## config.mk

```make
export PLATFORM = sky130hd
export DESIGN_NAME = mult_div_unit
export DESIGN_NICKNAME = d
export VERILOG_FILES = /design/src/rtl/mult_div_unit.sv
export SDC_FILE = /design/constraint.sdc
export NUM_CORES = 1
export LEC_CHECK = 0
export BUFFER_PORTS_ARGS = -buffer_cell sky130_fd_sc_hd__buf_2
export CAP_MARGIN = 5
export CORE_MARGIN = 5
export CORE_UTILIZATION = 28
export CTS_CLUSTER_DIAMETER = 120
export DETAILED_ROUTE_END_ITERATION = 8
export GPL_TIMING_DRIVEN = 0
export SLEW_MARGIN = 20
export SYNTH_ARGS = -nofsm -noshare
export SYNTH_HDL_FRONTEND = slang
export SYNTH_SLANG_ARGS = --single-unit
export TNS_END_PERCENT = 5
```

## constraint.sdc

```tcl
create_clock -name clk -period 8.1 [get_ports clk]
set_clock_uncertainty 0.05 [all_clocks]
set_input_delay 1.215 -clock clk [delete_from_list [all_inputs] [get_ports clk]]
set_output_delay 1.215 -clock clk [all_outputs]
set_load 0.01 [all_outputs]
```

## src/rtl/mult_div_unit.sv

```systemverilog
// mult_div_unit: multicycle signed multiply / divide with HI/LO result registers.
// Ports: clk, reset (sync, active-high); a_in/b_in operands; mult_start/div_start requests;
//        hi_out/lo_out result registers; mult_done/div_done/div_zero pulses; busy.
// Latency: start seen at E0 -> done pulse after E32 (div-by-zero: after E1); new start at E33.
// Backpressure: none; starts arriving while busy are dropped, not queued.
module mult_div_unit #(
  parameter int WIDTH = 32
) (
  input  logic             clk,
  input  logic             reset,
  input  logic [WIDTH-1:0] a_in,
  input  logic [WIDTH-1:0] b_in,
  input  logic             mult_start,
  input  logic             div_start,
  output logic [WIDTH-1:0] hi_out,
  output logic [WIDTH-1:0] lo_out,
  output logic             mult_done,
  output logic             div_done,
  output logic             busy,
  output logic             div_zero
);

  localparam int CW = $clog2(WIDTH + 1);

  typedef enum logic [1:0] {IDLE, MULT, DIV, DONE} state_t;

  state_t           state, next_state;
  logic [CW-1:0]    cnt;
  // opnd: multiplicand magnitude (MULT) or divisor magnitude (DIV).
  // shreg: multiplier magnitude shifting out / dividend shifting out, quotient shifting in.
  // acc: upper product half (MULT) or partial remainder (DIV).
  logic [WIDTH-1:0] opnd;
  logic [WIDTH-1:0] shreg;
  logic [WIDTH-1:0] acc;
  logic             neg_res;   // result (product / quotient) must be negated
  logic             neg_rem;   // remainder takes dividend sign
  logic             dz;        // divisor was zero at acceptance

  function automatic logic [WIDTH-1:0] abs_val(input logic [WIDTH-1:0] x);
    // Magnitude of the most negative value wraps to itself, which is the
    // correct unsigned magnitude for the unsigned datapath below.
    return x[WIDTH-1] ? (~x + 1'b1) : x;
  endfunction

  // ---------------- multiply step (sign-magnitude shift-add) ----------------
  logic [WIDTH:0]     mul_sum;
  logic [WIDTH-1:0]   mul_acc_nx;
  logic [WIDTH-1:0]   mul_sh_nx;
  logic [2*WIDTH-1:0] prod_mag;
  logic [2*WIDTH-1:0] prod_res;

  always_comb begin
    mul_sum    = {1'b0, acc} + ({1'b0, opnd} & {(WIDTH+1){shreg[0]}});
    mul_acc_nx = mul_sum[WIDTH:1];
    mul_sh_nx  = {mul_sum[0], shreg[WIDTH-1:1]};
    prod_mag   = {mul_acc_nx, mul_sh_nx};
    prod_res   = neg_res ? (~prod_mag + 1'b1) : prod_mag;
  end

  // ---------------- divide step (restoring on magnitudes) -------------------
  logic [WIDTH:0]   rem_sh;
  logic [WIDTH:0]   rem_diff;
  logic             rem_ge;
  logic [WIDTH-1:0] div_acc_nx;
  logic [WIDTH-1:0] div_sh_nx;
  logic [WIDTH-1:0] quo_res;
  logic [WIDTH-1:0] rem_res;

  always_comb begin
    rem_sh     = {acc, shreg[WIDTH-1]};
    rem_diff   = rem_sh - {1'b0, opnd};
    // Partial remainder stays below the divisor, so the MSB of the
    // difference is a clean borrow flag.
    rem_ge     = ~rem_diff[WIDTH];
    div_acc_nx = rem_ge ? rem_diff[WIDTH-1:0] : rem_sh[WIDTH-1:0];
    div_sh_nx  = {shreg[WIDTH-2:0], rem_ge};
    quo_res    = neg_res ? (~div_sh_nx + 1'b1) : div_sh_nx;
    rem_res    = neg_rem ? (~div_acc_nx + 1'b1) : div_acc_nx;
  end

  // ---------------- FSM ------------------------------------------------------
  always_ff @(posedge clk) begin
    if (reset) state <= IDLE;
    else       state <= next_state;
  end

  always_comb begin
    next_state = state;
    case (state)
      IDLE: begin
        if (mult_start)     next_state = MULT;
        else if (div_start) next_state = DIV;
      end
      MULT: if (cnt == CW'(1)) next_state = DONE;
      // A zero divisor still spends one cycle in DIV so DONE is entered at E1.
      DIV:  if (dz || cnt == CW'(1)) next_state = DONE;
      DONE: next_state = IDLE;
      default: next_state = IDLE;
    endcase
  end

  // ---------------- datapath and registered outputs -------------------------
  always_ff @(posedge clk) begin
    if (reset) begin
      hi_out    <= '0;
      lo_out    <= '0;
      mult_done <= 1'b0;
      div_done  <= 1'b0;
      div_zero  <= 1'b0;
      busy      <= 1'b0;
      cnt       <= '0;
      opnd      <= '0;
      shreg     <= '0;
      acc       <= '0;
      neg_res   <= 1'b0;
      neg_rem   <= 1'b0;
      dz        <= 1'b0;
    end else begin
      mult_done <= (state == MULT) && (next_state == DONE);
      div_done  <= (state == DIV)  && (next_state == DONE);
      div_zero  <= (state == DIV)  && (next_state == DONE) && dz;
      busy      <= (next_state != IDLE);
      case (state)
        IDLE: begin
          if (mult_start) begin
            opnd    <= abs_val(a_in);
            shreg   <= abs_val(b_in);
            acc     <= '0;
            cnt     <= CW'(WIDTH);
            neg_res <= a_in[WIDTH-1] ^ b_in[WIDTH-1];
            neg_rem <= 1'b0;
            dz      <= 1'b0;
          end else if (div_start) begin
            opnd    <= abs_val(b_in);
            shreg   <= abs_val(a_in);
            acc     <= '0;
            cnt     <= CW'(WIDTH);
            neg_res <= a_in[WIDTH-1] ^ b_in[WIDTH-1];
            neg_rem <= a_in[WIDTH-1];
            dz      <= (b_in == '0);
          end
        end
        MULT: begin
          acc   <= mul_acc_nx;
          shreg <= mul_sh_nx;
          cnt   <= cnt - 1'b1;
          if (cnt == CW'(1)) begin
            hi_out <= prod_res[2*WIDTH-1:WIDTH];
            lo_out <= prod_res[WIDTH-1:0];
          end
        end
        DIV: begin
          acc   <= div_acc_nx;
          shreg <= div_sh_nx;
          cnt   <= cnt - 1'b1;
          if (!dz && cnt == CW'(1)) begin
            hi_out <= rem_res;
            lo_out <= quo_res;
          end
        end
        default: ;
      endcase
    end
  end

endmodule
```

[Yosys cells after proc, flatten, opt, wreduce, memory -nomap -nowiden]
Cells that the tools add are included.
Word-level totals
  register bits after elaboration: 175
  input bits: 68
  output and inout bits: 68
  logic and storage cells: 90
Cells by class
  $add $sub $neg: 8
  equality and inequality tests: 8
  multiplexer cells: 34
  bitwise operators: 8
  reduce and logical (&&, ||, !) cells: 18
Operators with widths (count)
  2-to-1 mux 32 bit: 15
  one-hot mux 32 bit (3 select lines): 2
  adder 32 x 1 -> 32 bit, second input constant: 4
  inverter 32 bit: 4
  one-hot mux 32 bit (2 select lines): 2
  adder 64 x 1 -> 64 bit, second input constant: 1
  2-to-1 mux 64 bit: 1
  inverter 64 bit: 1
  adder 32 x 33 -> 33 bit: 1
  AND 32 x 33 -> 33 bit: 1
  subtractor 33 x 32 -> 33 bit: 1
  logical NOT 32 bit: 1
  2-to-1 mux 6 bit: 2
  one-hot mux 6 bit (2 select lines): 1
  2-to-1 mux 2 bit: 4
  one-hot mux 2 bit (4 select lines): 1
  nonzero test 2 bit: 4
  == test 2 bit, second input constant: 3
  == test 6 x 1 -> 1 bit, second input constant: 1
  2-to-1 mux 1 bit: 6
  AND reduction 2 bit: 3
  subtractor 6 x 1 -> 6 bit, second input constant: 1
  logical AND 1 bit: 4
  != test 3 bit, second input constant: 1
  11 further kinds: 11

[Logic depth before layout (Yosys ltp)]
  depth after elaboration: 7
  mapped depth: 25

[Worst setup path before layout]
No wires, ideal clock.
  path kind: register to register
  start: register shreg[31]
  end: register hi_out[26]
  library setup time: 59 ps
  data arrival time: 5603 ps
  required time: 7991 ps
  slack: 2389 ps
  cell stages (with the launch flop): 26
  buffers on the path: 4
  clock period less this slack: 5711 ps
  path through: dfxtp_1 > clkbuf_1 > inv_1 > ha_1 > fa_1 > nor2b_1 > o31a_1 > o41a_1 > a41oi_1 > o41a_1 > xnor2_1 > inv_1 > clkbuf_1 > clkbuf_1 > clkbuf_1 > nor2_1 > a21oi_1 > ha_1 > nand4_1 > nor3_1 > mux2_2 > o21ai_1 > nor4_2 > mux2_2 > a21oi_1 > a22o_1
Between the ends
  cells in the longest elaborated chain, start to end: 7
  elaborated cells between the ends (all ways): 11
Ends and longest elaborated chain
  from (decl): RTL line 33  | logic [WIDTH-1:0] shreg;
  from (signal assigned): RTL line 127  | shreg <= abs_val(b_in);
  from (signal assigned): RTL line 135  | shreg <= abs_val(a_in);
  from (signal assigned): RTL line 145  | shreg <= mul_sh_nx;
  subtractor 33 x 32 -> 33 bit: RTL line 71  | rem_diff = rem_sh - {1'b0, opnd};
  2-to-1 mux 32 bit: RTL line 75  | div_acc_nx = rem_ge ? rem_diff[WIDTH-1:0] : rem_sh[WIDTH-1:0];
  inverter 32 bit: RTL line 78  | rem_res = neg_rem ? (~div_acc_nx + 1'b1) : div_acc_nx;
  adder 32 x 1 -> 32 bit: RTL line 78
  2-to-1 mux 32 bit: RTL line 78
  2-to-1 mux 32 bit: RTL line 156  | if (!dz && cnt == CW'(1)) begin
  one-hot mux 32 bit (2 select lines) (*): RTL line 123  | case (state)
  to (signal assigned): RTL line 148  | hi_out <= prod_res[2*WIDTH-1:WIDTH];
  to (signal assigned): RTL line 157  | hi_out <= rem_res;
  to (decl): RTL line 15  | output logic [WIDTH-1:0] hi_out,
Every way passes the cells marked *; elsewhere a longest branch is shown, timed or not. The select of a mux whose other input is x is not followed.
A chain may end at the register's enable or synchronous reset.

[Final worst setup path]
Ends and elaborated chain as after synthesis.

==> key figures <==
Outcome
  – Status: finished clean

GRT
  – Total gr overflow: 0
  – Total track usage: 0.208
  – First-pass GRT wire length: 106,000 um
  – Initial antenna violation count: 0
  – Largest net degree at the start of global routing: 19
  – Vias in the first global route: 17.5k

Placement
  – PortBufs: 133
  – Post-DP HPWL: 56,700 um
  – GPL Wtd Cong: 0.989
  – Pre-CTS setup slack: 162 ps

Setup path
  – Worst path slowest cell: o41a_1
  – Worst reg2reg setup slack: 230 ps
  – Worst setup EP type: flip-flop
  – WP buf/inv: 6
  – FF-to-FF Start: shreg[31]
  – CP arrival: 8240 ps
  – Critical Path Start Type: flip-flop
  – R2R cell count: 25
  – Crit path top cell by count: clkbuf_1
  – Worst path top cell family by delay: compound AO/OA/AOI/OAI gates
  – Worst reg2reg endpoint: hi_out[26]
  – Crit path largest cell delay: 570 ps
  – Crit Path Category: flip-flop to flip-flop
  – Worst Path Max Fanout: 10
  – CP required: 8470 ps

STA
  – Crit share post-route: 0.972
  – Final setup TNS: 0 ps
  – Minimum clock period: 7870 ps
  – RSZ-0062 raised after global routing: false
  – Final worst slack: 227 ps
  – Slew Viols, Final: 0
  – Maximum clock frequency: 127 MHz
  – Final setup fails: 0
  – Slew margin rel.: 0.232
  – Slew @ Worst Pin: 1120 ps
  – Hold Vio Cnt, Final: 0

Yosys
  – Cell variety after synth: 83
  – Register area share after synthesis: 0.208
  – Ys async rst share: 0
  – Predominant post-synthesis flop cell: dfxtp_1
  – Syn Area/Cell: 7.01 sq um
  – Post-synth EDFFs: 0
  – Synth warnings: 0
  – Register bit total from synthesis: 175
  – Mapped Area: 16,800 sq um
  – Post-Synthesis Cells: 2,404
  – Syn_nets: 2,549

CTS
  – Clk_lat worst skew: 480 ps
  – Root Buffer: clkbuf_16
  – Clock Pin Slew Worst Setup and Hold Paths: 70 ps
  – TritonCTS sink count: 175
  – CTS tree: built
  – TritonCTS buffer count: 17
  – Clock Path Buffers: 2
  – H-tree Lvls: 4

Die
  – Starting density of the core: 0.281
  – Core area: 60,000 sq um
  – IO Pins: 136
  – Die H: 255 um
  – Row count: 90
  – Die ar.: 65,200 sq um
  – Die width: 255 um

Layout
  – Final Net Count: 2,701
  – Final core utilization: 0.318
  – Synthesis-to-finish area growth: 13.3%
  – ANT cells: 0
  – Share of layout cells above drive strength 1: 0.0798

Power
  – P_leak: 0.00736 uW
  – Worst vdd ir: 0.000182 V
  – Power Dens Cells: 286 nW/um^2

Route
  – WL/cell: 21.1 um
  – 1st-iter DRT viols: 2,038
  – DR pass1 iterations: 5
  – DRT Wirelength: 70,600 um
  – DR vias/cell: 5.69
  – # DRC: 0
  – Number of routed nets with antenna violations: 0
  – Via count: 19.1k

Job
  – MaxCap Viol Count: 0

Worst hold path
  – Hold_sp: hi_out[13]
  – HP Class: flip-flop to flip-flop
  – Worst Hold Path Cells: 2
  – WHS Endpoint: hi_out[13]
## state kept, by name (all words and copies together), names as in the netlist
signal	flops
hi_out	32
div_done	1
shreg	32
opnd	32
neg_rem	1
state	2
acc	32
busy	1
mult_done	1
lo_out	32
neg_res	1
cnt	6
dz	1
div_zero	1
## worst register-to-register path: cells and delay by family (launching register included)
kind	cells	cell delay, ps
buffers and inverters	6	2200
muxes	2	630
adders and majority gates	3	930
AOI/OAI and AO/OA	8	2310
DFF	1	310
xor gates and xnor gates	1	290
and+or+nand+nor	5	1090
## layout make-up
class	instances	area, sq um
Fill cell	6650	40900
Clock inverter	15	146
Timing Repair Buffer	133	666
Tap cell	782	978
Sequential cell	175	3500
Clock buffer	17	425
Inverter	74	278
Multi-Input combinational cell	1965	12400
Buffer	190	718
## cells in the mapped netlist, types with 23 or more instances
library cell  number  area share
nor3_1            77       0.023
ha_1              75       0.056
mux2i_1           29       0.017
nand3_1           39       0.012
inv_1             73       0.016
o21ai_0          174       0.052
nand2_1          296       0.066
xor2_1            85       0.044
nor2_1           248       0.055
o211ai_1          55       0.025
a21o_1            31       0.014
o31ai_1           37       0.016
and3_1            28       0.010
a221oi_1          27       0.014
a21oi_1          172       0.051
a31oi_1           23      0.0085
dfxtp_1          175        0.21
xnor2_1          126       0.066
a22oi_1           60       0.027
clkbuf_1         173       0.039
or3_1             44       0.016
a211oi_1          45       0.020
## worst max path at each step
stage	startpoint	slack, ps	end	cells after the start
CTS	shreg[31]	130	hi_out[26]	25
global placement	shreg[31]	200	hi_out[26]	25
floorplan	shreg[31]	2390	hi_out[26]	25
detailed placement	shreg[31]	160	hi_out[26]	25
global route	shreg[31]	50	hi_out[26]	25
finish	shreg[31]	230	hi_out[26]	25
## repair_timing
action / CTS / global route
endpoints found under the setup margin: 0 / 6
buffers inserted: 0 / 0
hold buffers: 0 / 0
endpoints found under the hold margin: 0 / 0
resized for setup: 0 / 4
## placed cells by master, fill, tap and decap left out, drive strengths merged, types with 7 or more instances in the layout
cell     synthesis  layout
ha              75      75
a21oi          172     172
o41ai           18      18
xor2            85      85
a22o            18      18
inv             73      81
nor3            77      77
o211ai          55      55
and2            17      17
a211o            9       9
or2             11      11
nand4           16      16
and3            28      28
nor4            17      17
nand2b          21      21
o22ai           13      13
a21o            31      31
a22oi           60      60
a221oi          27      27
o31ai           38      38
nand2          296     296
a2111oi          8       8
a31oi           23      23
or4             17      17
o21bai           7       7
mux2i           29      29
nor2b           13      13
clkbuf         173     190
dfxtp          175     175
xnor2          126     126
nand3           40      40
mux2            11      11
o21a            12      12
buf             17     150
o21ai          181     181
or3             46      46
a211oi          45      45
nor2           248     248
## layer usage
| layer | vias up | routed length [um] | GRT usage |
|---|---|---|---|
| met5 | - | 0 | 0 |
| met4 | 0 | 2840 | 0.0795 |
| met3 | 134 | 6170 | 0.0414 |
| met2 | 890 | 30800 | 0.322 |
| met1 | 9004 | 30900 | 0.287 |
| li1 | 9037 | - | - |
## cells by family after synthesis
family / share of synthesized area
AO/OA/AOI/OAI: 0.302
XOR/XNOR: 0.110
adder cells (fa/ha/maj): 0.0581
buffers and inverters: 0.0591
flip-flops: 0.208
multiplexers: 0.0259
AND/OR/NAND/NOR: 0.237
## power breakdown
group          switching, uW  total, uW  leakage, uW  internal (uW)
sequential              88.5       1090      0.00142           1000
clock                    417        825     0.000275            408
combinational           2450       3540      0.00567           1080
total                   2960       5450      0.00736           2490
## stage by stage
stage	power, uW	hold slack [ps]	instances	instance area [sq um]
2_1_floorplan	3440	382	2404	16800
3_5_place_dp	4500	393	3319	18500
4_1_cts	5330	402	3351	19100
5_1_grt	5780	420	3351	19100
3_3_place_gp	4500	386	3319	18500
6_report	5450	400	3351	19100
Note: power is estimated with default switching activity, not from simulation.
